$ cat src/rtl/instr_fetch_unit.sv
// PC and fetch stage feeding an IF/ID register with a valid/ready handshake.
// Define IFETCH_WRAP_EN to wrap past end of memory instead of halting.
module instr_fetch_unit #(
    parameter int ADDR_W = 6,
    parameter int DATA_W = 32,
    parameter logic [ADDR_W-1:0] RESET_PC = '0
) (
    input  logic              clk,
    input  logic              rst_n,
    output logic [ADDR_W-1:0] imem_addr,
    input  logic [DATA_W-1:0] imem_rd,
    input  logic              redirect_valid,
    input  logic [ADDR_W-1:0] redirect_pc,
    input  logic              id_ready,
    output logic              id_valid,
    output logic [DATA_W-1:0] id_instr,
    output logic [ADDR_W-1:0] id_pc,
    output logic [ADDR_W-1:0] id_pc_plus4,
    output logic              halted
);

    typedef enum logic [1:0] {
        S_BOOT = 2'd0,
        S_RUN  = 2'd1,
        S_HALT = 2'd2
    } state_e;

    localparam logic [ADDR_W-1:0] FOUR    = ADDR_W'(4);
    localparam logic [ADDR_W-1:0] LAST_PC = {{(ADDR_W-2){1'b1}}, 2'b00};

    state_e            state_q, state_d;
    logic [ADDR_W-1:0] pc_q, pc_d;
    logic              valid_q, valid_d;
    logic [DATA_W-1:0] instr_q, instr_d;
    logic [ADDR_W-1:0] idpc_q, idpc_d;
    logic [ADDR_W-1:0] p4_q, p4_d;
    logic              fire;

    assign fire = (state_q == S_RUN) && !redirect_valid
                  && (!valid_q || id_ready);

    always_comb begin
        state_d = state_q;
        pc_d    = pc_q;
        valid_d = valid_q;
        instr_d = instr_q;
        idpc_d  = idpc_q;
        p4_d    = p4_q;
        if (redirect_valid) begin
            // Wrong-path slot is dropped even under back-pressure
            pc_d    = {redirect_pc[ADDR_W-1:2], 2'b00};
            valid_d = 1'b0;
            state_d = S_RUN;
        end else begin
            if (state_q == S_BOOT) state_d = S_RUN;
            if (fire) begin
                instr_d = imem_rd;
                idpc_d  = pc_q;
                p4_d    = pc_q + FOUR;
                valid_d = 1'b1;
                pc_d    = pc_q + FOUR;
`ifndef IFETCH_WRAP_EN
                if (pc_q == LAST_PC) state_d = S_HALT;
`endif
            end else if (valid_q && id_ready) begin
                valid_d = 1'b0;
            end
        end
    end

    always_ff @(posedge clk or negedge rst_n) begin
        if (!rst_n) begin
            state_q <= S_BOOT;
            pc_q    <= RESET_PC;
            valid_q <= 1'b0;
            instr_q <= '0;
            idpc_q  <= '0;
            p4_q    <= '0;
        end else begin
            state_q <= state_d;
            pc_q    <= pc_d;
            valid_q <= valid_d;
            instr_q <= instr_d;
            idpc_q  <= idpc_d;
            p4_q    <= p4_d;
        end
    end

    assign imem_addr   = pc_q;
    assign id_valid    = valid_q;
    assign id_instr    = instr_q;
    assign id_pc       = idpc_q;
    assign id_pc_plus4 = p4_q;
    assign halted      = (state_q == S_HALT);

endmodule
$ cat config.mk
export PLATFORM = sky130hd
export DESIGN_NAME = instr_fetch_unit
export DESIGN_NICKNAME = d
export VERILOG_FILES = /design/src/rtl/instr_fetch_unit.sv
export SDC_FILE = /design/constraint.sdc
export NUM_CORES = 1
export LEC_CHECK = 0
export CAP_MARGIN = 20
export CORE_UTILIZATION = 44
export DETAILED_ROUTE_END_ITERATION = 8
export GPL_TIMING_DRIVEN = 0
export PLACE_DENSITY = 0.85
export SYNTH_ARGS = -nofsm -noshare
export SYNTH_HDL_FRONTEND = slang
export SYNTH_SLANG_ARGS = --single-unit
$ cat constraint.sdc
create_clock -name clk -period 3.85 [get_ports clk]
set_clock_uncertainty 0.1 [all_clocks]
set_input_delay 0.385 -clock clk [delete_from_list [all_inputs] [get_ports clk]]
set_output_delay 0.385 -clock clk [all_outputs]
set_load 0.01 [all_outputs]
Word-level counts from Yosys, hierarchy flattened

Cells that the tools add are included.

Bits of input ports: 42
Output and inout bits: 52
Logic and storage cells: 30
Register bits after elaboration: 53

Add/subtract/negate cells: 1
Reduce and logical (&&, ||, !) cells: 10
Bitwise gates (word level): 1
Eq/ne operators: 3
Mux-type cells: 9

Operator list:

| operator                                       | number |
|---|---|
| 2-to-1 mux 6 bit                               | 2 |
| 2-to-1 mux 2 bit                               | 4 |
| adder 6 x 3 -> 6 bit (second input constant)   | 1 |
| == test 6 bit (second input constant)          | 1 |
| logical AND 1 bit                              | 3 |
| 2-to-1 mux 1 bit                               | 3 |
| nonzero test 3 bit                             | 1 |
| == test 2 x 1 -> 1 bit (second input constant) | 1 |
| == test 2 bit (second input constant)          | 1 |
| logical NOT 1 bit                              | 2 |
| logical NOT 2 bit                              | 1 |
| AND reduction 2 bit                            | 1 |
| nonzero test 2 bit                             | 1 |
| logical OR 1 bit                               | 1 |
| NOT 1 bit                                      | 1 |

Longest topological paths before layout

Depth after elaboration: 5
Depth in mapped cells: 5
Depth with buffers taken out: 4

Least setup slack after synthesis

Ideal clock, no wire load.

Path kind: register to register
Start: register valid_q (netlist: id_valid)
End: register instr_q[0] (netlist: id_instr[0])
Period minus slack after synthesis: 1.648 ns
Arrival time: 1.423 ns
Setup time: 0.125 ns
Path slack: 2.202 ns
Path buffers: 2
Stages on the path, launching flop included: 6
Cells stage by stage: dfrtp_1 > nor2b_1 > buf_6 > nor3_4 > buf_6 > mux2_4

Cells in the longest elaborated chain, start to end: 4

Ends and longest elaborated chain:

| what                          | line | source |
|---|---|---|
| from (decl)                   | 33   | `logic valid_q, valid_d;` |
| from (signal assigned)        | 82   | `valid_q <= valid_d;` |
| logical NOT 1 bit             | 40   | `&& (!valid_q \|\| id_ready);` |
| logical OR 1 bit              | 40   |  |
| logical AND 1 bit             | 40   |  |
| AND reduction 2 bit (no line) | --   |  |
| to (signal assigned)          | 83   | `instr_q <= instr_d;` |
| to (decl)                     | 34   | `logic [DATA_W-1:0] instr_q, instr_d;` |

Every way passes these cells.
A chain may end at the register's enable or synchronous reset.

Worst setup path in the final report

Start: register state_q[1]
End: output halted

Cells in the longest elaborated chain, start to end: 1

Ends and longest elaborated chain:

| what                   | line | source |
|---|---|---|
| from (decl)            | 31   | `state_e state_q, state_d;` |
| from (signal assigned) | 80   | `state_q <= state_d;` |
| == test 2 bit          | 94   | `assign halted = (state_q == S_HALT);` |
| to (decl)              | 19   | `output logic halted` |

Every way passes these cells.

==> results.tsv <==
stage	metric	value	unit
cts	CTS tree	built	
logic_synthesis	post-synthesis compound-gate area fraction	2.99	%
power_and_ir_drop	pwr dens	492	nW/µm²
power_and_ir_drop	Comb pwr share	34.8	%
cells_and_area	design area	3070	µm²
timing	RSZ-0062 raised after global routing	no	
power_and_ir_drop	VDD IR max	347	µV
cts	count of clock tree sinks	47	
power_and_ir_drop	Clk pwr share	21.5	%
drt	average wire per cell in the routed design	15.2	µm
logic_synthesis	simple-gate area share of the yosys netlist	6.05	%
timing	Hold Fails Final Rpt	0	
cells_and_area	Fillers	299	
worst_hold_path	HP Class	flop to flop	
drt	vias per cell	4.94	
timing	setup_tns	0	ns
global_route	vias in the first global route	1487	
logic_synthesis	FF+latch count, synth	47	
power_and_ir_drop	sw power	411	µW
logic_synthesis	syn avg cell area	14.6	µm²
drt	vias	1428	
logic_synthesis	top cells by count, synth	dfrtp_1 (47), mux2_2 (29), mux2_4 (10)	
critical_path	critical path peak fanout	3	
placement	Final HPWL DP	3310	µm
floorplan	Die Height	69.5	µm
drt	number of DRC markers in iteration 0	58	
timing	Max Freq	533	MHz
cts	CTS HTree Levels	2	
cells_and_area	nets	279	
logic_synthesis	cell count after synthesis	137	
cts	total CTS buffers	5	
flow_run	# Max-Cap Violations	0	
placement	Post-DP Area	2960	µm²
cts	clock root buffer	clkbuf_8	
outcome	outcome	completed	
cells_and_area	ratio of cells with drive above 1 in the final layout	27.0	%
logic_synthesis	share of the synthesized area in the top cell type	58.6	%
logic_synthesis	sequential-to-total area share from yosys stat	58.6	%
timing	post-route clock period utilization	48.7	%
drt	First-pass DRT Iterations	5	
critical_path	CP arrival	1.39	ns
cells_and_area	Syn-to-layout area delta	53.0	%
logic_synthesis	Area contributors post-synth	dfrtp_1 (59%), mux2_2 (16%), mux2_4 (7.5%), buf_6 (3.4%), buf_4 (2.2%)	
floorplan	core area	4350	µm²
cts	Clk Latency, worst-skew pair	0.29	ns
critical_path	crit end category	output port	
floorplan	die area	4830	µm²
critical_path	required time at the worst-slack endpoint	3.37	ns
drt	wirelength, routed	4390	µm
power_and_ir_drop	sequential share of power	43.8	%
cts	Post-CTS Resized	0	
global_route	grt ovf	0	
floorplan	row cnt	24	
global_route	global route hottest layer	met2	
logic_synthesis	XOR/XNOR Fraction of Synth Area	0.873	%
placement	RePlAce Congestion	0.768	
logic_synthesis	Synth async-reset ratio	100	%
global_route	antenna violations before repair	0	
logic_synthesis	most frequent cell after synthesis	dfrtp_1	
power_and_ir_drop	internal power	1100	µW
logic_synthesis	largest family of logic cells by synthesized area	multiplexers	
power_and_ir_drop	Lkg Pwr	0.00131	µW
placement	port bufs	85	
global_route	first-pass GRT wire length	7550	µm
global_route	largest net degree at the start of global routing	32	
cts	Reg clk slew, reported paths	0.08	ns
floorplan	initial core utilization	46.1	%
logic_synthesis	post-synthesis mux area share	24.3	%
critical_path	crit path kind	flop to output port	
global_route	met3 Track Usage GR	5.96	%
logic_synthesis	largest area contributor in the netlist	dfrtp_1	
logic_synthesis	Synth Warn #	0	
cts	post-CTS setup buffer count	0	
logic_synthesis	Post-Synth Adder-Cell Area	0.624	%
logic_synthesis	synth unique cells	28	
timing	Slew Limit Fails	0	
cts	Clock Path Buffers	2	
logic_synthesis	Post-synth EDFFs	0	
global_route	M2 GR Usage	32.1	%
floorplan	Die W	69.5	µm
drt	Antenna Violating Nets Remaining	0	
timing	Hold Slack	0.409	ns
logic_synthesis	mapped cell area	2010	µm²
critical_path	crit path launch type	flop	
global_route	Total GRT Usage	20.2	%
floorplan	io pins	94	
timing	Period minus WS final	1.88	ns
logic_synthesis	ys flop type	dfrtp_1	
cells_and_area	antenna cells	0	
timing	setup violators final	0	
global_route	met1 usage	26.2	%
drt	DRC viols	0	
power_and_ir_drop	Sw Share	27.2	%
## metal layers
| layer | part of all wire, % | routed length, µm |
|---|---|---|
| met1 | 43 | 1870 |
| met2 | 48 | 2100 |
| met3 | 7.5 | 330 |
| met4 | 2.0 | 89 |
| met5 | 0 | 0 |
## registers in the layout, indices dropped and copies added (netlist names)
register,count
id_instr,32
id_pc,4
id_pc_plus4,4
id_valid,1
imem_addr,4
state_q,2
## worst max-delay path: stages, from the launching register on
cell	delay (ns)
dfrtp_1	0.37
inv_1	0.06
nor2_1	0.12
clkdlybuf4s50_1	0.55
## placed cells by master (no fill, tap or decap), types with 2 or more instances in the layout
master           count
a21oi_1              2
a31oi_1              3
buf_4                6
buf_6                6
clkbuf_8             7
clkdlybuf4s50_1     84
conb_1               6
dfrtp_1             47
inv_1                4
mux2_2              29
mux2_4              10
nand2_1              2
nand3_1              3
nor2_1               5
o21ai_0              3
or4_1                2
## metrics by stage
step	total power, µW	std cells	utilization, %	setup WS (ns)
floorplan	894	142	-	2.20
global placement	1180	279	67.5	1.02
detailed placement	1200	280	67.9	1.70
CTS	1530	289	70.5	1.96
global route	1590	289	70.5	1.85
finish	1510	289	70.5	1.97
## power by group through the flow
stage,combinational (µW),sequential [µW],clock (µW)
after floorplan,180,715,0
after global placement,516,663,0
after detailed placement,526,671,0
after CTS,530,661,336
after global routing,558,679,358
final,525,661,324
## final cells by class
cell class                 count  area, µm²  area share, %
sequential                    47       1180           38.3
clock inverter                 1       7.51          0.245
inverter                       4       15.0          0.489
timing repair buffer          87        876           28.5
multi-input combinational     79        721           23.5
tap                           52       65.1           2.12
clock buffer                   7       96.3           3.14
buffer                        12        113           3.67
## kinds of logic after synthesis
family                     count (synthesis)
AOI/OAI and AO/OA                         10
muxes                                     40
adders and majority gates                  1
other                                      1
and+or+nand+nor                           20
buffers and inverters                     16
xor gates and xnor gates                   2
DFF                                       47
## path summary, 6_finish.rpt
kind	startpoint	endpoint	slack (ns)	depth (start not counted)
worst max-delay path	state_q[1]$_DFF_PN0_	halted	1.97	3
worst min-delay path	id_pc_plus4[5]$_DFFE_PN0P_	id_pc_plus4[5]$_DFFE_PN0P_	0.41	1
worst max register to register	state_q[1]$_DFF_PN0_	id_instr[26]$_DFFE_PN0P_	2.12	5
worst min register to register	id_pc_plus4[5]$_DFFE_PN0P_	id_pc_plus4[5]$_DFFE_PN0P_	0.41	1
max in group asynchronous	rst_n	imem_addr[5]$_DFFE_PN0P_	2.71	3
min in group asynchronous	rst_n	id_instr[9]$_DFFE_PN0P_	0.45	2
## repair_timing
action / in CTS / in global routing
endpoints found under the setup margin: 0 / 0
endpoints found under the hold margin: 16 / 0
hold buffers: 1 / 0
Note: power is estimated with default switching activity, not from simulation.
